==> config.mk <==
export PLATFORM = sky130hd
export DESIGN_NAME = bu_mac_sched_flat
export DESIGN_NICKNAME = d
export VERILOG_FILES = /design/src/rtl/bu_mac_sched_if.sv /design/src/rtl/bu_mac_sched.sv /design/src/flat_wrapper.sv
export SDC_FILE = /design/constraint.sdc
export NUM_CORES = 1
export LEC_CHECK = 0
export CAP_MARGIN = 0
export CELL_PAD_IN_SITES_DETAIL_PLACEMENT = 1
export CELL_PAD_IN_SITES_GLOBAL_PLACEMENT = 1
export CORE_ASPECT_RATIO = 1.4
export CORE_MARGIN = 1
export CORE_UTILIZATION = 45
export DETAILED_ROUTE_END_ITERATION = 6
export HOLD_SLACK_MARGIN = 0.05
export PLACE_DENSITY_LB_ADDON = 0.1
export SLEW_MARGIN = 10
export SYNTH_ARGS = -nofsm -noshare
export SYNTH_HDL_FRONTEND = slang
export SYNTH_SLANG_ARGS = --single-unit
==> constraint.sdc <==
create_clock -name clock -period 3.79 [get_ports clock]
set_input_delay 0.9475 -clock clock [delete_from_list [all_inputs] [get_ports clock]]
set_output_delay 0.9475 -clock clock [all_outputs]
set_load 0.005 [all_outputs]
==> src/rtl/bu_mac_sched_if.sv <==
// MAC-side bus between the bu_mac_sched sequencer (master) and the bu_nlower
// multiply-accumulate pipeline (slave).
interface bu_mac_sched_if;
  logic [31:0] dataa_mul;
  logic [31:0] datab_mul;
  logic [31:0] data_b_accum;
  logic        data_in_flag;
  logic [31:0] mac_result;
  logic        mac_valid;
  logic        mac_ovf;
  logic        mac_unf;

  modport master (
    output dataa_mul, datab_mul, data_b_accum, data_in_flag,
    input  mac_result, mac_valid, mac_ovf, mac_unf
  );

  modport slave (
    input  dataa_mul, datab_mul, data_b_accum, data_in_flag,
    output mac_result, mac_valid, mac_ovf, mac_unf
  );
endinterface

==> src/rtl/bu_mac_sched.sv <==
// Issues interleaved dot-product terms into a LAT-deep MAC pipeline, tracks the
// in-flight tags and writes partial sums back, stalling on read-after-write hazards.
module bu_mac_sched #(
  parameter int LAT   = 11,
  parameter int MAX_N = 16,
  parameter int NW    = 4,
  parameter int KW    = 8
) (
  input  logic           clock,
  input  logic           aclr,
  input  logic           start,
  input  logic [NW:0]    n_out,
  input  logic [KW-1:0]  k_len,
  output logic [NW-1:0]  op_j,
  output logic [KW-1:0]  op_k,
  input  logic [31:0]    op_a,
  input  logic [31:0]    op_b,
  bu_mac_sched_if.master mac,
  output logic           res_valid,
  output logic [NW-1:0]  res_idx,
  output logic [31:0]    res_data,
  output logic           busy,
  output logic           done,
  output logic           err
);

  typedef enum logic [1:0] {IDLE, RUN, DRAIN, DONE} state_t;

  localparam logic [NW:0] N_MAX = (NW+1)'(MAX_N);
  localparam logic [NW:0] N_ONE = (NW+1)'(1);

  state_t         state;
  state_t         state_nx;
  logic [NW-1:0]  n_m1;
  logic [KW-1:0]  k_m1;
  logic [MAX_N-1:0] pend;
  logic [31:0]    psum [MAX_N];
  logic [LAT-1:0] tag_v;
  logic [LAT-1:0] tag_last;
  logic [NW-1:0]  tag_j [LAT];

  logic [NW:0]    n_sat;
  logic [NW-1:0]  tail_j;
  logic           accept;
  logic           empty_req;
  logic           tail_v;
  logic           wb_hit;
  logic           bypass;
  logic           blocked;
  logic           last_issue;
  logic           pipe_busy;
  logic           mac_fault;
  logic           issue;

  assign n_sat      = (n_out > N_MAX) ? N_MAX : n_out;
  assign accept     = (state == IDLE) && start;
  assign empty_req  = (n_out == '0) || (k_len == '0);
  assign tail_v     = tag_v[LAT-1];
  assign tail_j     = tag_j[LAT-1];
  assign wb_hit     = tail_v && mac.mac_valid;
  // A tail entry for the same row frees it this cycle, so the issue need not wait.
  assign bypass     = tail_v && (tail_j == op_j);
  assign blocked    = pend[op_j] && !bypass;
  assign last_issue = (op_j == n_m1) && (op_k == k_m1);
  assign pipe_busy  = |tag_v[LAT-2:0];
  assign mac_fault  = (tail_v && !mac.mac_valid)
                   || (mac.mac_valid && !tail_v && (state == RUN || state == DRAIN))
                   || (wb_hit && (mac.mac_ovf || mac.mac_unf));

  always_ff @(posedge clock) begin
    if (aclr) state <= IDLE;
    else      state <= state_nx;
  end

  always_comb begin
    state_nx = state;
    issue    = 1'b0;
    case (state)
      IDLE:  if (start) state_nx = empty_req ? DONE : RUN;
      RUN: begin
        issue = !blocked;
        if (!blocked && last_issue) state_nx = DRAIN;
      end
      DRAIN: if (!pipe_busy) state_nx = DONE;
      DONE:  state_nx = IDLE;
      default: state_nx = IDLE;
    endcase
  end

  assign busy             = (state != IDLE);
  assign mac.data_in_flag = issue;
  assign mac.dataa_mul    = issue ? op_a : '0;
  assign mac.datab_mul    = issue ? op_b : '0;

  always_comb begin
    mac.data_b_accum = '0;
    if (issue && op_k != '0)
      mac.data_b_accum = (bypass && mac.mac_valid) ? mac.mac_result : psum[op_j];
  end

  always_ff @(posedge clock) begin
    if (wb_hit) psum[tail_j] <= mac.mac_result;
    tag_j[0] <= op_j;
    for (int i = 1; i < LAT; i++) tag_j[i] <= tag_j[i-1];
  end

  always_ff @(posedge clock) begin
    if (aclr) begin
      n_m1      <= '0;
      k_m1      <= '0;
      op_j      <= '0;
      op_k      <= '0;
      pend      <= '0;
      tag_v     <= '0;
      tag_last  <= '0;
      res_valid <= 1'b0;
      res_idx   <= '0;
      res_data  <= '0;
      done      <= 1'b0;
      err       <= 1'b0;
    end else begin
      done      <= (state == DONE);
      res_valid <= wb_hit && tag_last[LAT-1];
      if (wb_hit && tag_last[LAT-1]) begin
        res_idx  <= tail_j;
        res_data <= mac.mac_result;
      end
      tag_v    <= {tag_v[LAT-2:0], issue};
      tag_last <= {tag_last[LAT-2:0], op_k == k_m1};
      // Set after clear so a same-row write-back plus reissue leaves the row pending.
      if (tail_v) pend[tail_j] <= 1'b0;
      if (issue)  pend[op_j]   <= 1'b1;
      if (accept)         err <= 1'b0;
      else if (mac_fault) err <= 1'b1;
      if (accept) begin
        n_m1 <= NW'(n_sat - N_ONE);
        k_m1 <= k_len - KW'(1);
        op_j <= '0;
        op_k <= '0;
      end else if (issue) begin
        if (last_issue) begin
          op_j <= '0;
          op_k <= '0;
        end else if (op_j == n_m1) begin
          op_j <= '0;
          op_k <= op_k + KW'(1);
        end else begin
          op_j <= op_j + NW'(1);
        end
      end
    end
  end

endmodule

==> src/flat_wrapper.sv <==
// flat-port wrapper written by rule: the top's interface ports become plain ports
module bu_mac_sched_flat 
#(
  parameter int LAT   = 11,
  parameter int MAX_N = 16,
  parameter int NW    = 4,
  parameter int KW    = 8
)
  (clock, aclr, start, n_out, k_len, op_j, op_k, op_a, op_b, res_valid, res_idx, res_data, busy, done, err, mac_dataa_mul, mac_datab_mul, mac_data_b_accum, mac_data_in_flag, mac_mac_result, mac_mac_valid, mac_mac_ovf, mac_mac_unf);
  bu_mac_sched_if mac_i ();
  input  logic clock;
  input  logic aclr;
  input  logic start;
  input  logic [NW:0] n_out;
  input  logic [KW-1:0] k_len;
  output logic [NW-1:0] op_j;
  output logic [KW-1:0] op_k;
  input  logic [31:0] op_a;
  input  logic [31:0] op_b;
  output logic res_valid;
  output logic [NW-1:0] res_idx;
  output logic [31:0] res_data;
  output logic busy;
  output logic done;
  output logic err;
  output wire logic [$bits(mac_i.dataa_mul)-1:0] mac_dataa_mul;
  output wire logic [$bits(mac_i.datab_mul)-1:0] mac_datab_mul;
  output wire logic [$bits(mac_i.data_b_accum)-1:0] mac_data_b_accum;
  output wire logic [$bits(mac_i.data_in_flag)-1:0] mac_data_in_flag;
  input wire logic [$bits(mac_i.mac_result)-1:0] mac_mac_result;
  input wire logic [$bits(mac_i.mac_valid)-1:0] mac_mac_valid;
  input wire logic [$bits(mac_i.mac_ovf)-1:0] mac_mac_ovf;
  input wire logic [$bits(mac_i.mac_unf)-1:0] mac_mac_unf;
  assign mac_dataa_mul = mac_i.dataa_mul;
  assign mac_datab_mul = mac_i.datab_mul;
  assign mac_data_b_accum = mac_i.data_b_accum;
  assign mac_data_in_flag = mac_i.data_in_flag;
  assign mac_i.mac_result = mac_mac_result;
  assign mac_i.mac_valid = mac_mac_valid;
  assign mac_i.mac_ovf = mac_mac_ovf;
  assign mac_i.mac_unf = mac_mac_unf;
  bu_mac_sched #(.LAT(LAT), .MAX_N(MAX_N), .NW(NW), .KW(KW)) u_core (.clock(clock), .aclr(aclr), .start(start), .n_out(n_out), .k_len(k_len), .op_j(op_j), .op_k(op_k), .op_a(op_a), .op_b(op_b), .mac(mac_i), .res_valid(res_valid), .res_idx(res_idx), .res_data(res_data), .busy(busy), .done(done), .err(err));
endmodule
# After elaboration in Yosys (flattened, before gate mapping)
# Memory sizes are Yosys's and may differ from the RTL's. A register that Yosys moved wholly into a read port is not among the register bits.
# Cells that the tools add are included.
dict set report totals {
  ff_bits 103
  ramBits 556
  input_bits 115
  out_inout_bits 149
  elab_cells 98
  n_memories 2
}
dict set report classes {
  add_sub_neg 4
  n_lt_le_gt_ge 5
  eq_ne 9
  n_mux 28
  bitwise 3
  n_reduce_logical 34
}
# memory depth width rd rd_ports_with_merged_regs write_ports line_no
set mem_list {}
lappend mem_list {u_core.psum 16 32 1 1 1 bu_mac_sched.sv:37} ;# logic [31:0] psum [MAX_N];
lappend mem_list {u_core.tag_j 11 4 11 0 11 bu_mac_sched.sv:40} ;# logic [NW-1:0] tag_j [LAT];
# op n
set op_table {}
lappend op_table {{2-to-1 mux 32 bit} 4}
lappend op_table {{2-to-1 mux 16 bit} 3}
lappend op_table {{2-to-1 mux 4 bit} 5}
lappend op_table {{AND 16 bit} 1}
lappend op_table {{2-to-1 mux 8 bit} 2}
lappend op_table {{NOT 16 bit} 1}
lappend op_table {{OR 16 bit} 1}
lappend op_table {{logical AND 1 bit} 15}
lappend op_table {{less-than comparator 4 x 5 -> 1 bit (second input constant)} 2}
lappend op_table {{OR reduction 10 bit} 1}
lappend op_table {{adder 8 x 1 -> 8 bit (second input constant)} 1}
lappend op_table {{demux 1 bit (select 4 bit)} 2}
lappend op_table {{== test 4 bit} 2}
lappend op_table {{== test 8 bit} 1}
lappend op_table {{>= comparator 4 x 1 -> 1 bit (second input constant)} 2}
lappend op_table {{zero test 8 bit} 1}
lappend op_table {{2-to-1 mux 2 bit} 4}
lappend op_table {{case mux 2 bit (4 select lines)} 1}
lappend op_table {{nonzero test 8 bit} 1}
lappend op_table {{subtractor 8 x 1 -> 8 bit (second input constant)} 1}
lappend op_table {{2-to-1 mux 1 bit} 6}
lappend op_table {{!= test 2 bit (second input constant)} 3}
lappend op_table {{greater-than comparator 5 bit (second input constant)} 1}
lappend op_table {{zero test 5 bit} 1}
lappend op_table {{other kinds (12)} 21}

# Logic depth before layout (Yosys ltp)
# Gate-level depths: netlist of run 1.
# An unclocked memory read counts as a cell.
dict set report depth {
  word_depth 11
  mapped_depth 10
  mapped_depth_nobuf 7
}

# Worst setup path before layout of run 1
# Ideal clock, no wire load.
dict set report synth_timing {
  path_type {input port to flip-flop}
  from {input mac_mac_valid}
  to {memory u_core.psum[5][0], enable pin}
  setup_time_ns 0.421
  arrival_ns 2.756
  slack_ns 0.613
  stages 3
  path_cell_list {clkbuf_1 nand3b_1 nor2_1}
}
dict set report synth_between {
  elab_chain_cells 3
}
# element line_no
set synth_lines {}
lappend synth_lines {{start, declared} flat_wrapper.sv:31} ;# input wire logic [$bits(mac_i.mac_valid)-1:0] mac_mac_valid;
lappend synth_lines {{logical AND 1 bit} bu_mac_sched.sv:60} ;# assign wb_hit = tail_v && mac.mac_valid;
lappend synth_lines {{2-to-1 mux 1 bit} bu_mac_sched.sv:102} ;# if (wb_hit) psum[tail_j] <= mac.mac_result;
lappend synth_lines {{2-to-1 mux 1 bit (implied by the code)} bu_mac_sched.sv:102}
lappend synth_lines {{end, declared} bu_mac_sched.sv:37}
# No other way between the ends.

# Worst setup path after layout of run 1
dict set report layout_timing {
  from {register u_core.op_j[1]}
  to {output mac_dataa_mul[27]}
}
dict set report layout_between {
  elab_chain_cells 7
  elab_cells_between_ends 9
  cone_classes {eq/ne: 1; mux: 4; reduce/logical: 4}
}
# element line_no
set layout_lines {}
lappend layout_lines {{start, declared} bu_mac_sched.sv:14} ;# output logic [NW-1:0] op_j,
lappend layout_lines {{start signal, assigned} bu_mac_sched.sv:148} ;# op_j <= op_j + NW'(1);
lappend layout_lines {{parallel branches: the longest is 3 deep, another holds binary-select mux 1 bit (select 4 bit)} --}
lappend layout_lines {{logical AND 1 bit *} bu_mac_sched.sv:63} ;# assign blocked = pend[op_j] && !bypass;
lappend layout_lines {{zero test 1 bit *} bu_mac_sched.sv:81} ;# issue = !blocked;
lappend layout_lines {{2-to-1 mux 1 bit *} bu_mac_sched.sv:78} ;# case (state)
lappend layout_lines {{2-to-1 mux 32 bit *} bu_mac_sched.sv:92} ;# assign mac.dataa_mul = issue ? op_a : '0;
lappend layout_lines {{end, declared} flat_wrapper.sv:26} ;# output wire logic [$bits(mac_i.dataa_mul)-1:0] mac_dataa_mul;
# Mark *: on every way between the ends. The select of a mux whose other input is x is not followed.

==> results of run 1 <==
metrics by stage:
step / total power [uW] / cells / TNS, ps / hold WS, ps
after global placement: 10300 / 2476 / 0 / 312
after global routing: 17200 / 2639 / -14830 / 331
final: 16600 / 2639 / -9070 / 324
after CTS: 16600 / 2595 / -26980 / 327
after floorplan: 9360 / 1472 / 0 / 310
after detailed placement: 10400 / 2476 / 0 / 313
cell families (layout without fill, tap and decap cells):
| kind of cell | after synthesis | in the layout | synth area share [%] |
|---|---|---|---|
| AND/OR/NAND/NOR | 341 | 341 | 6.46 |
| AO/OA/AOI/OAI | 154 | 154 | 3.93 |
| XOR/XNOR | 24 | 24 | 0.819 |
| adder cells (fa/ha/maj) | 13 | 13 | 0.634 |
| buffers and inverters | 107 | 539 | 1.87 |
| multiplexers | 170 | 170 | 14.6 |
| flip-flops | 663 | 663 | 71.7 |
worst max-delay path, cell delays in order, from the launching register on:
cell             delay, ps
dfxtp_2                330
buf_12                 140
mux2i_1                170
mux4_2                 530
a32o_2                 290
nor2_4                 140
inv_6                   80
buf_6                  170
and2_1                 170
clkdlybuf4s50_1        440
synthesized netlist by cell type (3+ instances only):
cell type,number
edfxtp_1,512
mux4_2,163
nand2_1,152
dfxtp_1,151
a21oi_1,78
and2_1,67
clkbuf_1,57
nor2_1,41
nor2b_1,24
buf_2,20
inv_1,16
xor2_1,14
ha_1,13
nand3_1,13
o211ai_1,12
o41ai_1,12
a211oi_1,11
xnor2_1,10
buf_6,7
mux2i_1,7
o21ai_0,7
a32o_1,6
buf_1,6
nand4_1,6
nor4_1,6
and3_1,5
nand2b_1,5
o221ai_1,5
o311ai_0,5
nand3b_1,4
nor3_1,4
nor3b_1,3
or3_1,3
final cells by class:
type / instances / area share, %
tap: 735 / 2.81
multi-input combinational: 702 / 21.3
timing repair buffer: 409 / 13.3
inverter: 17 / 0.210
sequential: 663 / 56.2
clock buffer: 73 / 4.89
clock inverter: 40 / 1.21
metal layers:
metal | track usage [%] | wire, um | up-vias
li1 | - | - | 6504
met1 | 29.7 | 28100 | 7794
met2 | 41.6 | 37400 | 398
met3 | 2.96 | 2880 | 102
met4 | 7.86 | 1840 | 0
met5 | 0 | 0 | -
sequential cells by signal (all words and copies together), names as in the netlist, named ones only:
signal and cells:
u_core.done 1, u_core.err 1, u_core.k_m1 8, u_core.n_m1 4
u_core.op_j 4, u_core.op_k 8, u_core.pend 16, u_core.psum 512
u_core.res_data 32, u_core.res_idx 4, u_core.res_valid 1, u_core.state 2
u_core.tag_j 44, u_core.tag_last 11, u_core.tag_v 11
power by group:
| group | internal, uW | switching [uW] | leakage (uW) |
|---|---|---|---|
| Sequential | 7910 | 65.6 | 0.00582 |
| Combinational | 1290 | 1150 | 0.00480 |
| Clock | 3500 | 2690 | 0.000972 |
what timing repair did:
action	CTS	global route
hold endpoints to repair	0	0
buffers inserted	5	37
pin swaps	2	5
resized for setup	32	119
hold buffers	0	0
gates cloned	1	7
setup endpoints to repair	97	97
how the worst max path moves through the flow:
| stage | startpoint | endpoint | slack [ps] | cells past startpoint |
|---|---|---|---|---|
| finish | u_core.op_j[1] | mac_dataa_mul[27] | -280 | 9 |
| CTS | u_core.op_j[1] | mac_data_b_accum[24] | -350 | 9 |
| global placement | mac_mac_valid | mac_data_b_accum[12] | 200 | 6 |
| detailed placement | mac_mac_valid | mac_data_b_accum[24] | 100 | 6 |
| floorplan | mac_mac_valid | u_core.psum[5][0] | 610 | 3 |
| global route | u_core.op_j[1] | mac_dataa_mul[21] | -350 | 9 |
==> flow_summary.ini, run 1 <==
[job]
max_cap_viol_count = 0

[sta]
skew_ps = 25.2
postLayoutSetupSlackWorst_ps = -275
drv_slew = 0
timing.fmax_mhz = 246
post-route-min-period_ps = 4070
fin_crit_sh_pct = 107
slew_headroom_pct = 47.5
rsz0062_at_grt = yes
setup_viol = 53
final-hold-violation-count = 0
tightest_slew_ps = 788

[logic_synthesis]
synth_cells = 1472
yosys_warnings = 0
avgSynthCellArea_um2 = 17.4
netlist.top_cell.by_area = edfxtp_1
synth_ff_type = edfxtp_1
postSynthNetCount = 1600
synth_area_mm2 = 0.0257
synth_seq_area_share_pct = 71.7
synth_edf_count = 512
synth_cell_type_count = 55
synthArstFlopShare_pct = 0
synth_top_area_share_pct = 59.9
ys_seq_elements = 663
synth_area_leaders = edfxtp_1 60%, mux4_2 14%, dfxtp_1 12%

[die]
die_h_um = 285
die_area_mm2 = 0.0580
die_w_um = 204
initial_core_util_pct = 45.6
ios = 264
core_region_area_mm2 = 0.0563
core.rowCount = 103

[run_status]
status = finished with violations
violations = negative setup slack

[critical_path]
cp-start-kind = flip-flop
r2r_setup_slack_ps = 1190
cp_max_fo = 16
reg2reg_depth = 6
r2r_start = u_core.op_j[3]
required_ps = 2840
r2r_end = u_core.state[1]
arrival_ps = 3120
crit_type = flip-flop to primary output
worst_setup_path_end_kind = primary output

[final_layout]
fin_area_mm2 = 0.0328
drive_gt1_share_pct = 25.0
syn_to_final_growth_pct = 27.7
nFillCells = 5091
fin_nets = 1982
multi_input_comb_area_mm2 = 0.00699
final_util_pct = 58.2
n_antenna_cell = 0
final_cell_mix = 512 x edfxtp_1, 184 x clkdlybuf4s50_1, 163 x mux4_2
seqCellArea_mm2 = 0.0184
mostFrequentLayoutCell = edfxtp_1

[routing]
wl_um = 70300
drtAntennaViolNets = 0
dr.pass1.iters = 5
vias = 14800
viasPerCell = 5.61
route.detailed.drc = 0
drt_iter0_markers = 981
wire_per_inst_um = 26.6

[cts]
clock-sinks = 663
tritoncts = built
clock_latency_ps = 630
cts_buffer_depth = 3
cts_root_buf = clkbuf_16
clk_pin_slew_ps = 70
cts-buffers-inserted = 61
h-tree-depth = 2

[grt]
grt_pass1_vias = 15700
grt_overflow_total = 0
grt_pass1_wl_um = 99200
grt_max_degree = 66
track_usage_pct = 23.5
antenna_found_initial = 0

[placement]
dp_hpwl_um = 40700
place_ws_ps = 103
gp_congestion = 0.842
placed_area_mm2 = 0.0300
io_buffer_count = 263

[hold_path]
min_path_type = flip-flop to flip-flop
min_path_cells = 0
hold_end = u_core.tag_j[9][2]
hold_start = u_core.tag_j[8][2]

[pwr]
p_leak_uw = 0.0116
p_per_area_mw_per_mm2 = 507
peakVddDrop_mv = 0.402
(Power assumes the default switching activity.)
==> run 2, diff against run 1 <==
--- a/config.mk
+++ b/config.mk
@@ -14,7 +14,9 @@
 export DETAILED_ROUTE_END_ITERATION = 6
 export HOLD_SLACK_MARGIN = 0.05
 export PLACE_DENSITY_LB_ADDON = 0.1
+export RECOVER_POWER = 50
 export SLEW_MARGIN = 10
 export SYNTH_ARGS = -nofsm -noshare
 export SYNTH_HDL_FRONTEND = slang
 export SYNTH_SLANG_ARGS = --single-unit
+export TNS_END_PERCENT = 10
==> flow_summary.ini, run 2 (synthesized netlist as in run 1, its figures left out) <==
[sta]
setup_viol = 68
tightest_slew_ps = 792
final-hold-violation-count = 0
rsz0062_at_grt = yes
postLayoutSetupSlackWorst_ps = -215
drv_slew = 0
fin_crit_sh_pct = 106
post-route-min-period_ps = 4010
timing.fmax_mhz = 250
slew_headroom_pct = 47.2
skew_ps = 20.9

[cts]
h-tree-depth = 2
cts_root_buf = clkbuf_16
cts_hold_buf = 0
cts-buffers-inserted = 61
tritoncts = built
clock-sinks = 663
clk_pin_slew_ps = 70
cts_buffer_depth = 3
clock_latency_ps = 630

[routing]
dr.pass1.iters = 5
wl_um = 70600
drtAntennaViolNets = 0
route.detailed.drc = 0
viasPerCell = 5.57
vias = 14700
drt_iter0_markers = 910
wire_per_inst_um = 26.8

[job]
max_cap_viol_count = 0

[pwr]
p_per_area_mw_per_mm2 = 507
p_leak_uw = 0.0117
peakVddDrop_mv = 0.399

[run_status]
status = finished with violations
violations = negative setup slack

[die]
die_h_um = 285
die_area_mm2 = 0.0580
core.rowCount = 103
ios = 264
die_w_um = 204
core_region_area_mm2 = 0.0563
initial_core_util_pct = 45.6

[grt]
antenna_found_initial = 0
track_usage_pct = 23.5
grt_max_degree = 66
grt_pass1_wl_um = 99200
grt_overflow_total = 0
grt_pass1_vias = 15700

[critical_path]
crit_type = flip-flop to primary output
arrival_ps = 3060
required_ps = 2840
cp-start-kind = flip-flop
worst_setup_path_end_kind = primary output
cp_max_fo = 13

[final_layout]
fin_nets = 1974
drive_gt1_share_pct = 24.1
final_cell_mix = 512 x edfxtp_1, 184 x clkdlybuf4s50_1, 163 x mux4_2
stdcell_count = 2632
regMostFlops = u_core.psum
fin_area_mm2 = 0.0328
mostFrequentLayoutCell = edfxtp_1
largest_reg_flops = 512
reg.largest.list = u_core.psum x512, u_core.tag_j x44, u_core.res_data x32
syn_to_final_growth_pct = 27.9

[placement]
gp_congestion = 0.842
io_buffer_count = 263
placed_area_mm2 = 0.0300
place_inst = 2476
dp_hpwl_um = 40700

[hold_path]
min_path_type = flip-flop to flip-flop
-- run 2: cell types whose count changed in the layout (fill, tap and decap cells not counted), sizes merged --
cell and change:
clkbuf -11, buf -9, dlygate4sd2 +5, dlymetal6s2s +5, clkdlybuf4s15 +2, diode +1
-- run 2: area by class of cell --
type | instances | area [um2]
Sequential cell | 663 | 18400
Clock inverter | 40 | 398
Tap cell | 735 | 920
Inverter | 17 | 68.8
Multi-Input combinational cell | 702 | 6980
Clock buffer | 73 | 1600
Antenna cell | 1 | 2.50
Fill cell | 5076 | 23500
Timing Repair Buffer | 401 | 4430
-- run 2: layer usage --
layer | GRT usage, % | wire, um
met4 | 7.86 | 2120
met2 | 41.6 | 37400
met5 | 0 | 0
met1 | 29.7 | 28200
met3 | 2.96 | 2910
-- run 2: metrics by stage --
step	power, uW	utilization, %	TNS, ps	setup WS [ps]	hold slack (ps)
6_report	16600	58.3	-8130	-215	323
5_1_grt	17200	58.3	-14690	-313	331
4_1_cts	16600	57.1	-26980	-345	327
3_5_place_dp	10400	53.3	0	103	313
3_3_place_gp	10300	53.3	0	200	312
2_1_floorplan	9360	-	0	613	310
-- run 2: worst paths after layout --
kind                           start                  to  slack (ps)  cells past startpoint
setup reg to reg      u_core.op_j[3]     u_core.state[1]        1270                      6
hold / removal    u_core.tag_j[8][2]  u_core.tag_j[9][2]         320                      0
setup / recovery      u_core.op_j[1]    mac_datab_mul[6]        -220                      8
hold reg to reg   u_core.tag_j[8][2]  u_core.tag_j[9][2]         320                      0
-- run 2: power by group --
group	switching, uW	total (uW)	leakage (uW)	internal (uW)
clock	2700	6190	0.000972	3500
combinational	1160	2470	0.00489	1310
sequential	74.9	7980	0.00582	7910
total	3930	16600	0.0117	12700
-- run 2: timing repair --
item / in CTS / in global routing
buffers inserted: 5 / 29
resized for setup: 32 / 102
gates cloned: 1 / 8
hold endpoints to repair: 0 / 0
endpoints found under the setup margin: 97 / 97
pin swaps: 2 / 5
-- run 2: worst max-delay path: stages (launching register included) --
cell and delay (ps):
dfxtp_4 410, mux2i_2 180, mux4_2 540, a32o_2 290
nor2_4 140, inv_6 80, clkbuf_16 180, and2_1 160
clkdlybuf4s50_1 460
